### src/rtl/coherence_ctrl_if.sv
// Cache/RAM side bundle of the dual-core MSI coherence controller.
interface coherence_ctrl_if #(
  parameter int unsigned CPUS   = 2,
  parameter int unsigned WORD_W = 32
);
  logic [CPUS-1:0]              iREN;
  logic [CPUS-1:0][WORD_W-1:0]  iaddr;
  logic [CPUS-1:0]              iwait;
  logic [CPUS-1:0][WORD_W-1:0]  iload;
  logic [CPUS-1:0]              dREN;
  logic [CPUS-1:0]              dWEN;
  logic [CPUS-1:0][WORD_W-1:0]  daddr;
  logic [CPUS-1:0][WORD_W-1:0]  dstore;
  logic [CPUS-1:0]              dwait;
  logic [CPUS-1:0][WORD_W-1:0]  dload;
  logic [CPUS-1:0]              cctrans;
  logic [CPUS-1:0]              ccwrite;
  logic [CPUS-1:0]              ccwait;
  logic [CPUS-1:0]              ccinv;
  logic [CPUS-1:0][WORD_W-1:0]  ccsnoopaddr;
  logic                         ramREN;
  logic                         ramWEN;
  logic [WORD_W-1:0]            ramaddr;
  logic [WORD_W-1:0]            ramstore;
  logic [WORD_W-1:0]            ramload;
  logic [1:0]                   ramstate;

  // Caches and RAM drive requests/data; they see stalls, fills and snoops.
  modport master (
    output iREN, iaddr, dREN, dWEN, daddr, dstore, cctrans, ccwrite, ramload, ramstate,
    input  iwait, iload, dwait, dload, ccwait, ccinv, ccsnoopaddr,
    input  ramREN, ramWEN, ramaddr, ramstore
  );

  // Controller side.
  modport slave (
    input  iREN, iaddr, dREN, dWEN, daddr, dstore, cctrans, ccwrite, ramload, ramstate,
    output iwait, iload, dwait, dload, ccwait, ccinv, ccsnoopaddr,
    output ramREN, ramWEN, ramaddr, ramstore
  );
endinterface

### src/rtl/coherence_ctrl.sv
// Bus-side coherence responder: arbitrates dcache/icache traffic of two cores,
// runs the snoop handshake and moves two-word blocks cache-to-cache or from RAM.
module coherence_ctrl #(
  parameter int unsigned CPUS   = 2,
  parameter int unsigned WORD_W = 32
) (
  input  logic            CLK,
  input  logic            nRST,
  coherence_ctrl_if.slave bus
);

  localparam logic [1:0]        RAM_ACCESS = 2'b10;
  localparam logic [WORD_W-1:0] ZERO_WORD  = '0;

  typedef enum logic [2:0] {
    IDLE, SNOOP, XFER1, XFER2, MEM1, MEM2, WB, IFETCH
  } state_t;

  state_t          state, next_state;
  logic            req, next_req;
  logic            rr, next_rr;
  logic            snp;
  logic            access;
  logic            grant;
  logic            win;
  logic [CPUS-1:0] wb_mask;
  logic [CPUS-1:0] snoop_mask;

  assign snp        = ~req;
  assign access     = (bus.ramstate == RAM_ACCESS);
  assign wb_mask    = bus.dWEN & ~bus.cctrans;
  assign snoop_mask = bus.cctrans & bus.dREN;

  // Tie goes to the round-robin bit, otherwise to the single requester.
  function automatic logic pick(input logic [CPUS-1:0] mask, input logic prio);
    return (&mask) ? prio : mask[1];
  endfunction

  // State, owner and round-robin priority registers.
  always_ff @(posedge CLK or negedge nRST) begin
    if (!nRST) begin
      state <= IDLE;
      req   <= 1'b0;
      rr    <= 1'b0;
    end else begin
      state <= next_state;
      req   <= next_req;
      rr    <= next_rr;
    end
  end

  // Arbitration, transaction sequencing and bus outputs.
  always_comb begin
    next_state      = state;
    next_req        = req;
    next_rr         = rr;
    grant           = 1'b0;
    win             = 1'b0;
    bus.iwait       = '1;
    bus.iload       = '0;
    bus.dwait       = '1;
    bus.dload       = '0;
    bus.ccwait      = '0;
    bus.ccinv       = '0;
    bus.ccsnoopaddr = '0;
    bus.ramREN      = 1'b0;
    bus.ramWEN      = 1'b0;
    bus.ramaddr     = ZERO_WORD;
    bus.ramstore    = ZERO_WORD;

    case (state)
      IDLE: begin
        // Writebacks first so dirty victims never starve behind new misses.
        if (|wb_mask) begin
          grant      = 1'b1;
          win        = pick(wb_mask, rr);
          next_state = WB;
        end else if (|snoop_mask) begin
          grant      = 1'b1;
          win        = pick(snoop_mask, rr);
          next_state = SNOOP;
        end else if (|bus.iREN) begin
          grant      = 1'b1;
          win        = pick(bus.iREN, rr);
          next_state = IFETCH;
        end
        if (grant) begin
          next_req = win;
          next_rr  = ~win;
        end
      end

      SNOOP: begin
        bus.ccwait[snp]      = 1'b1;
        bus.ccsnoopaddr[snp] = bus.daddr[req];
        bus.ccinv[snp]       = bus.ccwrite[req];
        if (bus.cctrans[snp]) begin
          next_state = bus.ccwrite[snp] ? XFER1 : MEM1;
        end
      end

      XFER1, XFER2: begin
        // Modified block goes to requester and RAM on the same RAM write.
        bus.ccwait[snp] = 1'b1;
        bus.ramWEN      = 1'b1;
        bus.ramaddr     = bus.daddr[snp];
        bus.ramstore    = bus.dstore[snp];
        bus.dload[req]  = bus.dstore[snp];
        if (access) begin
          bus.dwait[req] = 1'b0;
          bus.dwait[snp] = 1'b0;
          next_state     = (state == XFER1) ? XFER2 : IDLE;
        end
      end

      MEM1, MEM2: begin
        bus.ramREN     = 1'b1;
        bus.ramaddr    = bus.daddr[req];
        bus.dload[req] = bus.ramload;
        if (access) begin
          bus.dwait[req] = 1'b0;
          next_state     = (state == MEM1) ? MEM2 : IDLE;
        end
      end

      WB: begin
        // The cache keeps dWEN up across both words; dropping it ends the burst.
        bus.ramWEN   = 1'b1;
        bus.ramaddr  = bus.daddr[req];
        bus.ramstore = bus.dstore[req];
        if (access) begin
          bus.dwait[req] = 1'b0;
        end
        if (!bus.dWEN[req]) begin
          next_state = IDLE;
        end
      end

      IFETCH: begin
        bus.ramREN     = 1'b1;
        bus.ramaddr    = bus.iaddr[req];
        bus.iload[req] = bus.ramload;
        if (access) begin
          bus.iwait[req] = 1'b0;
          next_state     = IDLE;
        end
      end

      default: begin
        next_state = IDLE;
      end
    endcase
  end

endmodule

### src/flat_wrapper.sv
// flat-port wrapper written by rule: the top's interface ports become plain ports
module coherence_ctrl_flat 
#(
  parameter int unsigned CPUS   = 2,
  parameter int unsigned WORD_W = 32
)
  (CLK, nRST, bus_iREN, bus_iaddr, bus_dREN, bus_dWEN, bus_daddr, bus_dstore, bus_cctrans, bus_ccwrite, bus_ramload, bus_ramstate, bus_iwait, bus_iload, bus_dwait, bus_dload, bus_ccwait, bus_ccinv, bus_ccsnoopaddr, bus_ramREN, bus_ramWEN, bus_ramaddr, bus_ramstore);
  coherence_ctrl_if #(.CPUS(CPUS), .WORD_W(WORD_W)) bus_i ();
  input  logic CLK;
  input  logic nRST;
  input wire logic [$bits(bus_i.iREN)-1:0] bus_iREN;
  input wire logic [$bits(bus_i.iaddr)-1:0] bus_iaddr;
  input wire logic [$bits(bus_i.dREN)-1:0] bus_dREN;
  input wire logic [$bits(bus_i.dWEN)-1:0] bus_dWEN;
  input wire logic [$bits(bus_i.daddr)-1:0] bus_daddr;
  input wire logic [$bits(bus_i.dstore)-1:0] bus_dstore;
  input wire logic [$bits(bus_i.cctrans)-1:0] bus_cctrans;
  input wire logic [$bits(bus_i.ccwrite)-1:0] bus_ccwrite;
  input wire logic [$bits(bus_i.ramload)-1:0] bus_ramload;
  input wire logic [$bits(bus_i.ramstate)-1:0] bus_ramstate;
  output wire logic [$bits(bus_i.iwait)-1:0] bus_iwait;
  output wire logic [$bits(bus_i.iload)-1:0] bus_iload;
  output wire logic [$bits(bus_i.dwait)-1:0] bus_dwait;
  output wire logic [$bits(bus_i.dload)-1:0] bus_dload;
  output wire logic [$bits(bus_i.ccwait)-1:0] bus_ccwait;
  output wire logic [$bits(bus_i.ccinv)-1:0] bus_ccinv;
  output wire logic [$bits(bus_i.ccsnoopaddr)-1:0] bus_ccsnoopaddr;
  output wire logic [$bits(bus_i.ramREN)-1:0] bus_ramREN;
  output wire logic [$bits(bus_i.ramWEN)-1:0] bus_ramWEN;
  output wire logic [$bits(bus_i.ramaddr)-1:0] bus_ramaddr;
  output wire logic [$bits(bus_i.ramstore)-1:0] bus_ramstore;
  assign bus_i.iREN = bus_iREN;
  assign bus_i.iaddr = bus_iaddr;
  assign bus_i.dREN = bus_dREN;
  assign bus_i.dWEN = bus_dWEN;
  assign bus_i.daddr = bus_daddr;
  assign bus_i.dstore = bus_dstore;
  assign bus_i.cctrans = bus_cctrans;
  assign bus_i.ccwrite = bus_ccwrite;
  assign bus_i.ramload = bus_ramload;
  assign bus_i.ramstate = bus_ramstate;
  assign bus_iwait = bus_i.iwait;
  assign bus_iload = bus_i.iload;
  assign bus_dwait = bus_i.dwait;
  assign bus_dload = bus_i.dload;
  assign bus_ccwait = bus_i.ccwait;
  assign bus_ccinv = bus_i.ccinv;
  assign bus_ccsnoopaddr = bus_i.ccsnoopaddr;
  assign bus_ramREN = bus_i.ramREN;
  assign bus_ramWEN = bus_i.ramWEN;
  assign bus_ramaddr = bus_i.ramaddr;
  assign bus_ramstore = bus_i.ramstore;
  coherence_ctrl #(.CPUS(CPUS), .WORD_W(WORD_W)) u_core (.CLK(CLK), .nRST(nRST), .bus(bus_i));
endmodule
### config.mk
export PLATFORM = sky130hd
export DESIGN_NAME = coherence_ctrl_flat
export DESIGN_NICKNAME = d
export VERILOG_FILES = /design/src/rtl/coherence_ctrl_if.sv /design/src/rtl/coherence_ctrl.sv /design/src/flat_wrapper.sv
export SDC_FILE = /design/constraint.sdc
export NUM_CORES = 1
export LEC_CHECK = 0
export ABC_AREA = 1
export CAP_MARGIN = 20
export CORE_AREA = 2 2 197 199
export DETAILED_ROUTE_END_ITERATION = 10
export DIE_AREA = 0 0 199 201
export PLACE_DENSITY = 0.51
export REMOVE_ABC_BUFFERS = 1
export SLEW_MARGIN = 40
export SYNTH_ARGS = -nofsm -noshare
export SYNTH_HDL_FRONTEND = slang
export SYNTH_SLANG_ARGS = --single-unit
export TNS_END_PERCENT = 30
### constraint.sdc
create_clock -name CLK -period 2.4 [get_ports CLK]
set_clock_uncertainty 0.15 [all_clocks]
set_input_delay 0.6 -clock CLK [delete_from_list [all_inputs] [get_ports CLK]]
set_output_delay 0.6 -clock CLK [all_outputs]
set_load 0.005 [all_outputs]
# Word-level counts from Yosys, hierarchy flattened
# Index checks and enable logic that the tools add are counted.
# word_totals
n_memories,0
word_cells,112
regBits,5
out_inout_bits,266
in_bits,238
ramBits,0
romBits,0
latch_bits,0
# classes
n_reduce_logical,17
eq_ne,14
addsub,0
magnitude_cmp,4
div_mod_pow,0
n_bitwise,12
shift,0
mux,62
multipliers,0
# op_table
cell,count
two-way mux 32 bit,12
AND 64 bit,3
two-way mux 64 bit,2
case mux 64 bit (2 select lines),1
case mux 32 bit (3 select lines),1
demux 32 bit (select 1 bit),2
case mux 32 bit (2 select lines),1
two-way mux 3 bit,10
two-way mux 1 bit,23
case mux 3 bit (6 select lines),1
"equality test 3 bit, second input constant",4
two-way mux 2 bit,6
OR reduction 3 bit,4
OR reduction 2 bit,5
AND 2 bit,4
"inequality test 2 x 1 -> 1 bit, second input constant",4
AND reduction 2 bit,4
"equality test 3 x 2 -> 1 bit, second input constant",2
inverter 2 bit,3
AND reduction 6 bit,1
"less-than comparator 1 x 2 -> 1 bit, second input constant",2
"inequality test 4 x 1 -> 1 bit, second input constant",1
case mux 2 bit (2 select lines),1
"equality test 3 x 1 -> 1 bit, second input constant",1
7 further kinds,11

# Longest topological paths before layout
# Gate-level depths: netlist of run 1.
# depth
ltp_word,9
ltp_mapped,10
ltp_nobuf,9

# Worst setup path after synthesis of run 1
# OpenSTA, ideal clock, no wires.
# synth_path
path_kind,register -> output
startpoint,register u_core.req
endpoint,output port bus_dload[27]
required_ns,1.650
path_buffers,3
stages_incl_launch_ff,7
setup_slack_ns,0.335
arrival_ns,1.315
path_cell_list,dfrtp_1 -> buf_2 -> inv_1 -> buf_2 -> clkbuf_1 -> nand2_1 -> o22ai_1
# synth_between
elab_chain_len,6
word_cells_on_any_way,10
classes_between,2 x order compare; 5 x mux; 2 x bitwise; 1 x reduce/logical
# synth_lines
element,line_no,rtl
start: declaration,coherence_ctrl.sv:20,"logic req, next_req;"
start signal: assignment,coherence_ctrl.sv:47,req <= next_req;
less-than comparator 1 x 2 -> 1 bit (implied by the code) / greater-or-equal comparator 1 bit (equally long branches),"coherence_ctrl.sv:108, coherence_ctrl.sv:119",
logical AND 1 bit (implied by the code),"coherence_ctrl.sv:108, coherence_ctrl.sv:119",
two-way mux 32 bit (implied by the code),"coherence_ctrl.sv:108, coherence_ctrl.sv:119",
demux 32 bit (select 1 bit),n/a,
AND 64 bit (no source line),n/a,
case mux 64 bit (2 select lines) (*),coherence_ctrl.sv:71,case (state)
end: declaration,flat_wrapper.sv:24,output wire logic [$bits(bus_i.dload)-1:0] bus_dload;
# Mark *: on every way between the ends. The rest lies on a longest branch, timed or not. The select of a mux whose other input is x is not followed.

# Worst setup path after layout of run 1
# layout_path
startpoint,register u_core.state[1]
endpoint,output port bus_iload[40]
# layout_between
elab_chain_len,2
# layout_lines
element,line_no,rtl
start: declaration,coherence_ctrl.sv:19,"state_t state, next_state;"
start signal: assignment,coherence_ctrl.sv:46,state <= next_state;
equality test 3 bit,coherence_ctrl.sv:71,
two-way mux 64 bit,coherence_ctrl.sv:71,
end: declaration,flat_wrapper.sv:22,output wire logic [$bits(bus_i.iload)-1:0] bus_iload;
# Every way passes these cells.

==> results of run 1 <==
[how the worst min path moves through the flow]
stage	from	end	slack, ns	cells after the start
final	nRST	u_core.state[2]	0.46	1
after global routing	nRST	u_core.state[0]	0.47	1
after CTS	u_core.rr	u_core.rr	0.46	2
after detailed placement	u_core.state[0]	u_core.state[0]	0.46	3
after global placement	u_core.rr	u_core.rr	0.44	2
after floorplan	nRST	u_core.req	0.15	0
[registers in the layout, indices dropped and copies added (netlist names)]
register,count
u_core.req,1
u_core.state,3
u_core.rr,1
[report_power, final]
part / leakage, nW / internal [mW] / total [mW] / switching (mW)
Combinational: 6.95 / 6.51 / 12.8 / 6.30
Clock: 0.0382 / 0.220 / 0.272 / 0.0524
Sequential: 0.0595 / 0.136 / 0.197 / 0.0610
Total: 7.05 / 6.86 / 13.3 / 6.42
[critical path, delay by kind of cell, from the launching register on]
kind	cells	cell delay, ns
DFF	1	0.36
buffers and inverters	5	0.97
and+or+nand+nor	2	0.37
[what timing repair did]
action                     CTS  global route
setup buffers               69            42
gates resized for setup    729           629
setup endpoints to repair  264           258
pin swaps                   29            45
cloned                      20             8
hold buffers                 0             0
[cell families (layout without fill, tap and decap cells)]
group                  Yosys count  count (layout)  synth area share
flip-flops                       5               5            0.0281
buffers and inverters          207             939             0.184
AND/OR/NAND/NOR                516             516             0.462
AO/OA/AOI/OAI                  207             207             0.326
[cell type report]
cell class	count	area share
Multi-Input combinational cell	723	0.344
Sequential cell	5	0.00939
Tap cell	518	0.0468
Timing Repair Buffer	806	0.557
Inverter	129	0.0373
Clock buffer	4	0.00569
[routing by layer]
layer	global-route usage	up-vias	wire [um]
li1	-	4580	-
met1	0.257	4453	18700
met2	0.334	394	21100
met3	0.0188	66	2490
met4	0.0405	0	964
met5	0	-	0
[metrics by stage]
step | utilization | worst slack, ns | area, um2 | instances
floorplan | - | -6.27 | 4120 | 857
global placement | 0.302 | -0.535 | 11500 | 2058
detailed placement | 0.302 | -0.500 | 11500 | 2058
CTS | 0.342 | -0.321 | 13000 | 2148
global route | 0.364 | -0.357 | 13900 | 2185
finish | 0.364 | -0.303 | 13900 | 2185
[placed cells by master, fill, tap and decap left out, types with 21 or more instances in the layout]
master	Yosys	final
buf_4	0	150
nor2_4	0	21
clkbuf_2	0	69
buf_6	0	75
buf_12	0	45
dlymetal6s2s_1	0	28
o221ai_2	0	22
inv_1	126	121
clkdlybuf4s50_1	0	236
buf_2	34	150
nor2_1	123	70
nand2_2	0	60
o22ai_1	47	22
o21ai_0	51	30
o22ai_2	0	21
nor2_2	2	34
nand2_1	360	287
==> metrics.md, run 1 <==
| Metric | Value |
|---|---|
| Cells after Synth | 935 |
| CTS tree | done |
| Post-synth top area cell | nand2_1 |
| Failing checks | negative setup slack |
| Fin. max-slew vios | 0 |
| Status | finished, violations left |
| Worst slew pin tran | between 0.3 and 0.4 ns |
| Final Hold Slack | 0.459 ns |
| Initial antenna violation count | 0 |
| Data arrival, critical path | 1.95 ns |
| FF-to-FF setup slack | ~0.60 ns |
| Via density | between 4 and 5 |
| Core ar. | 38100 um2 |
| Max incr delay on CP | between 0.5 and 0.6 ns |
| DIE AREA | roughly 40000 um2 |
| R2R Path End | u_core.state[2] |
| Crit-path cells | inv_2, buf_6, nor3_4, buf_6, inv_12, nor2_2, clkdlybuf4s50_1 |
| Die height | between 200 and 250 um |
| Clock Sinks | 5 |
| Worst Path Max Fanout | 11 |
| Share of cells above drive strength 1 | 0.472 |
| Root buffer cell | clkbuf_16 |
| Fillers | a little over 4000 |
| Area of the multi-input gates | between 4000 and 5000 um2 |
| Count leader, synth | nand2_1 |
| Max_cap viols | 0 |
| Die Width | roughly 200 um |
| Post-synth top cells | nand2_1, inv_1, nor2_1, o21ai_0, o22ai_1 |
| Ys flop type | dfrtp_1 |
| Final Hold Viols | 0 |
| Mean Syn Cell Area | 4.76 um2 |
| Worst setup path class | flop to output pin |
| Clk slew on worst S/H paths | around 0.030 ns |
| Ranking of synthesized cells by area | nand2_1, inv_1, nor2_1 |
| Max H-tree Level | 1 |
| First-pass GRT wire length | a little under 60000 um |
| Row count | 72 |
| Critical Path Start | u_core.state[1] |
| Number of synthesized flops with an enable pin | 0 |
| CP max-delay cell | clkdlybuf4s50_1 |
| RSZ-0062 raised after global routing | yes |
| Final setup fails | ~130 |
| PnR worst setup slack | -0.303 ns |
| HP Class | input port to async pin |
| Final period utilization | 1.13 |
| Gr usage total | 0.193 |
| Final #Nets | about 1900 |
| Mapped Area | approximately 4500 um2 |
| P&R area growth vs syn | 211% |
| Setup crit end | bus_iload[40] |
| Num CTS Buffers | 3 |
| DR pass1 iterations | 5 |
| Area occupied by registers | ~130 um2 |
| Worst VDD drop | roughly 0.40 mV |
| Final WL | approximately 43000 um |
| Slew headroom | 0.798 |
| Synthesized flop and latch total | 5 |
| F_max | between 300 and 400 MHz |
| Vias in the first global route | 9236 |
| Final ANT Viol Nets | 0 |
| Diode count | 0 |
| Most common cell on crit path | buf_6 |
| DPL Wire Length | roughly 28000 um |
| Maximum root-to-sink buffer count | 2 |
| FF-to-FF path depth | 8 |
| YS warnings | 0 |
| PwrDens | about 960 nW/um2 |
| Vias | 9493 |
| Sequential area share after synthesis | 0.0281 |
| Reg2reg start | u_core.req |
| 1st-iter DRT viols | 650 |
| Routed length per instance | slightly below 20 um |
| Overflow after GRT | 0 |
| Post-synthesis async set-or-reset flop share | 1.00 |
| Worst-Skew Late Latency | approximately 0.23 ns |
| Number of port buffers | roughly 500 |
| Largest net degree at the start of global routing | 41 |
| Critical Path RT | 1.65 ns |
| Pleak | around 7.0 nW |
| Tmin final | ~2.7 ns |
| DRC | 0 |
| Final total power | around 13 mW |
| Setup TNS | -11.82 ns |
| Initial core utilization | 0.117 |
| Distinct cells, synth | 24 |
| Startpoint types | flop |
| Setup crit end kind | output pin |
| GP Congestion | 0.977 |
| Post-synth top area share | 0.303 |
| Num ports | about 500 |
No activity file was read; power rests on OpenSTA's default activity.
==> run 2: changes to the inputs <==
Settings changed: ABC_AREA 1 to default, CORE_AREA 2 2 197 199 to 2 2 193 195, DIE_AREA 0 0 199 201 to 0 0 195 197, PLACE_DENSITY 0.51 to 0.52.
==> run 2 against run 1 <==
  * The flow still finishes with violations (negative setup slack)
  * Area after synthesis shrank 6.5%
  * Combinational power grew 10%
  * Register-to-register slack worse by 0.67 ns
  * Synthesized cell count fell by 37%
  * Sequential power is essentially flat
  * Maximum frequency down 0.92%
  * Core utilization about the same
  * Total power increased by 9.9%
  * Final area shrank 4.7%
  * Wire length shrank 8.4%
  * Critical path type unchanged
  * Largest cell class unchanged
  * Highest routed layer unchanged
==> metrics.md, run 2 <==
| Metric | Value |
|---|---|
| Post-synth top area cell | a221oi_1 (was nand2_1) |
| Area post-placement | 10500 um2 (was 11500 um2) |
| HP Class | flop to flop (was input port to async pin) |
| Data arrival, critical path | 1.98 ns (was 1.95 ns) |
| Startpoint types | flop (unchanged) |
| Most common cell after layout, fill and taps aside | clkdlybuf4s50_1 (was nand2_1) |
| Critical Path RT | 1.65 ns (about the same) |
| Row count | 70 (was 72) |
| Final Hold Slack | 0.382 ns (was 0.459 ns) |
| Maximum root-to-sink buffer count | 2 (unchanged) |
| Share of cells above drive strength 1 | 0.541 (was 0.472) |
| Num ports | 504 (unchanged) |
| Top reg by flops | u_core.state (unchanged) |
| Final instance area | 13200 um2 (was 13900 um2) |
| R2R Path End | u_core.state[2] (unchanged) |
| Mean Syn Cell Area | 7.07 um2 (was 4.76 um2) |
| Fin. max-slew vios | 0 (unchanged) |
| Die height | 197 um (was 201 um) |
| F_max | 367 MHz (was 370 MHz) |
| PnR worst setup slack | -0.328 ns (was -0.303 ns) |
| Final WL | 39600 um (was 43200 um) |
| DPL Wire Length | 23500 um (was 27800 um) |
| Fin cells | 1713 (was 2185) |
| Vias in the first global route | 8257 (was 9236) |
| Final Hold Viols | 0 (unchanged) |
| Largest registers | u_core.state x3, u_core.req x1, u_core.rr x1 (unchanged) |
| First-pass GRT wire length | 53200 um (was 58100 um) |
| Die Width | 195 um (was 199 um) |
| Post-synthesis async set-or-reset flop share | 1.00 (unchanged) |
| Worst-Skew Late Latency | 0.22 ns (was 0.23 ns) |
| Hold Buf Count CTS | 0 (unchanged) |
| Mapped Area | 4160 um2 (was 4450 um2) |
| Commonest cells after routing, fill and taps aside | clkdlybuf4s50_1, a221oi_2, buf_2 (was nand2_1, clkdlybuf4s50_1, buf_2, buf_4, inv_1) |
| DR pass1 iterations | 4 (was 5) |
| Sequential area share after synthesis | 0.0300 (was 0.0281) |
| Synthesized flop and latch total | 5 (unchanged) |
| Routed length per instance | 23.1 um (was 19.8 um) |
| Ranking of synthesized cells by area | a221oi_1, a22o_1, and2_1 (was nand2_1, inv_1, nor2_1) |
| Number of port buffers | 503 (unchanged) |
| Final setup fails | 247 (was 126) |
| Status | finished, violations left (unchanged) |
| Cells after Synth | 589 (was 935) |
| Number of synthesized flops with an enable pin | 0 (unchanged) |
| Vias | 8251 (was 9493) |
| 1st-iter DRT viols | 349 (was 650) |
| Worst slew pin tran | 0.356 ns (was 0.300 ns) |
| Worst Path Max Fanout | 8 (was 11) |
| Pleak | 6.14 nW (was 7.05 nW) |
| Failing checks | negative setup slack (unchanged) |
| Final ANT Viol Nets | 0 (unchanged) |
| FF-to-FF path depth | 9 (was 8) |
| CTS tree | done (unchanged) |
| Max_cap viols | 0 (unchanged) |
| Distinct cells, synth | 44 (was 24) |
| Ys flop type | dfrtp_1 (unchanged) |
| YS warnings | 0 (unchanged) |
| Final total power | 14.6 mW (was 13.3 mW) |
| RSZ-0062 raised after global routing | yes (unchanged) |
| Worst VDD drop | 0.538 mV (was 0.403 mV) |
| Max H-tree Level | 1 (unchanged) |
| Initial antenna violation count | 0 (unchanged) |
| GP Congestion | 0.848 (was 0.977) |
| PwrDens | 1110 nW/um2 (was 959 nW/um2) |
| Largest net degree at the start of global routing | 48 (was 41) |
| Num CTS Buffers | 3 (unchanged) |
| Clk slew on worst S/H paths | 0.03 ns (about the same) |
| P&R area growth vs syn | 217% (was 211%) |
| Gr usage total | 0.179 (was 0.193) |
| Worst setup path class | flop to output pin (unchanged) |
| Reg2reg start | u_core.req (unchanged) |
| Setup TNS | -38.77 ns (was -11.82 ns) |
| Diode count | 0 (unchanged) |
| Root buffer cell | clkbuf_16 (unchanged) |
| Final period utilization | 1.14 (was 1.13) |
| Setup crit end kind | output pin (unchanged) |
| Pre-CTS setup slack | -0.407 ns (was -0.500 ns) |
| Overflow after GRT | 0 (unchanged) |
| Slew headroom | 0.760 (was 0.798) |
| Placed cells | 1582 (was 2058) |
| Initial core utilization | 0.115 (was 0.117) |
| Post-synth top area share | 0.269 (was 0.303) |
| Final #Nets | 1484 (was 1906) |
| Via density | 4.82 (was 4.34) |
| Tmin final | 2.73 ns (was 2.70 ns) |
| Core Util, Final | 0.364 (about the same) |
| Count leader, synth | a221oi_1 (was nand2_1) |
| Setup crit end | bus_ramaddr[29] (was bus_iload[40]) |
| DIE AREA | 38400 um2 (was 40000 um2) |
| Largest register FFs | 3 (unchanged) |
| Critical Path Start | u_core.state[2] (was u_core.state[1]) |
| Core ar. | 36300 um2 (was 38100 um2) |
| FF-to-FF setup slack | -0.07 ns (was 0.60 ns) |
| Post-synth top cells | a221oi_1, and2_1, and3_1, a22o_1, buf_2 (was nand2_1, inv_1, nor2_1, o21ai_0, o22ai_1) |
| DRC | 0 (unchanged) |
| Clock Sinks | 5 (unchanged) |
## run 2: report_power, final
group          leakage (nW)  switching (mW)  total (mW)  internal [mW]
Clock                0.0382          0.0518       0.272          0.220
Sequential           0.0581          0.0599       0.195          0.135
Combinational          6.04            6.51        14.1           7.62
Total                  6.14            6.62        14.6           7.98
## run 2: worst min path at each step
stage | from | to | slack, ns | cells after the start
after global routing | u_core.rr | u_core.rr | 0.40 | 1
after CTS | u_core.rr | u_core.rr | 0.38 | 1
after detailed placement | u_core.rr | u_core.rr | 0.37 | 1
final | u_core.rr | u_core.rr | 0.38 | 1
after global placement | u_core.rr | u_core.rr | 0.37 | 1
after floorplan | nRST | u_core.req | 0.15 | 0
## run 2: area by class of cell
class,instances,area [um2]
clock buffers,4,78.8
fillers,3767,23100
inverters,2,20.0
multi-input cells,493,4850
flip-flops and latches,5,129
well taps,468,586
repair buffers,741,7530
## run 2: worst max-delay path, cell delays in order, from the launching register on
cell and delay [ns]:
dfrtp_1 0.41, buf_6 0.16, a21boi_4 0.15, buf_12 0.14, buf_16 0.15, buf_4 0.14
a221oi_2 0.21, o22ai_1 0.10, dlygate4sd2_1 0.27
## run 2: cell families (layout without fill, tap and decap cells)
| group | count (synthesis) | after routing | share of synthesized area |
|---|---|---|---|
| AO/OA/AOI/OAI | 253 | 253 | 0.505 |
| XOR/XNOR | 1 | 1 | 0.00210 |
| buffers and inverters | 92 | 747 | 0.101 |
| flip-flops | 5 | 5 | 0.0300 |
| multiplexers | 34 | 34 | 0.0820 |
| AND/OR/NAND/NOR | 204 | 205 | 0.280 |
## run 2: layer usage
metal | GRT usage | vias to the layer above | part of all wire
met2 | 0.311 | 325 | 0.48
met5 | 0 | - | 0
li1 | - | 3782 | -
met3 | 0.0238 | 44 | 0.059
met1 | 0.239 | 4100 | 0.44
met4 | 0.0303 | 0 | 0.015
## run 2: what timing repair did
| action | 4_1_cts | 5_1_grt |
|---|---|---|
| cloned | 26 | 9 |
| endpoints found under the setup margin | 266 | 268 |
| pin swaps | 75 | 71 |
| resized for setup | 654 | 524 |
| buffers inserted | 61 | 38 |
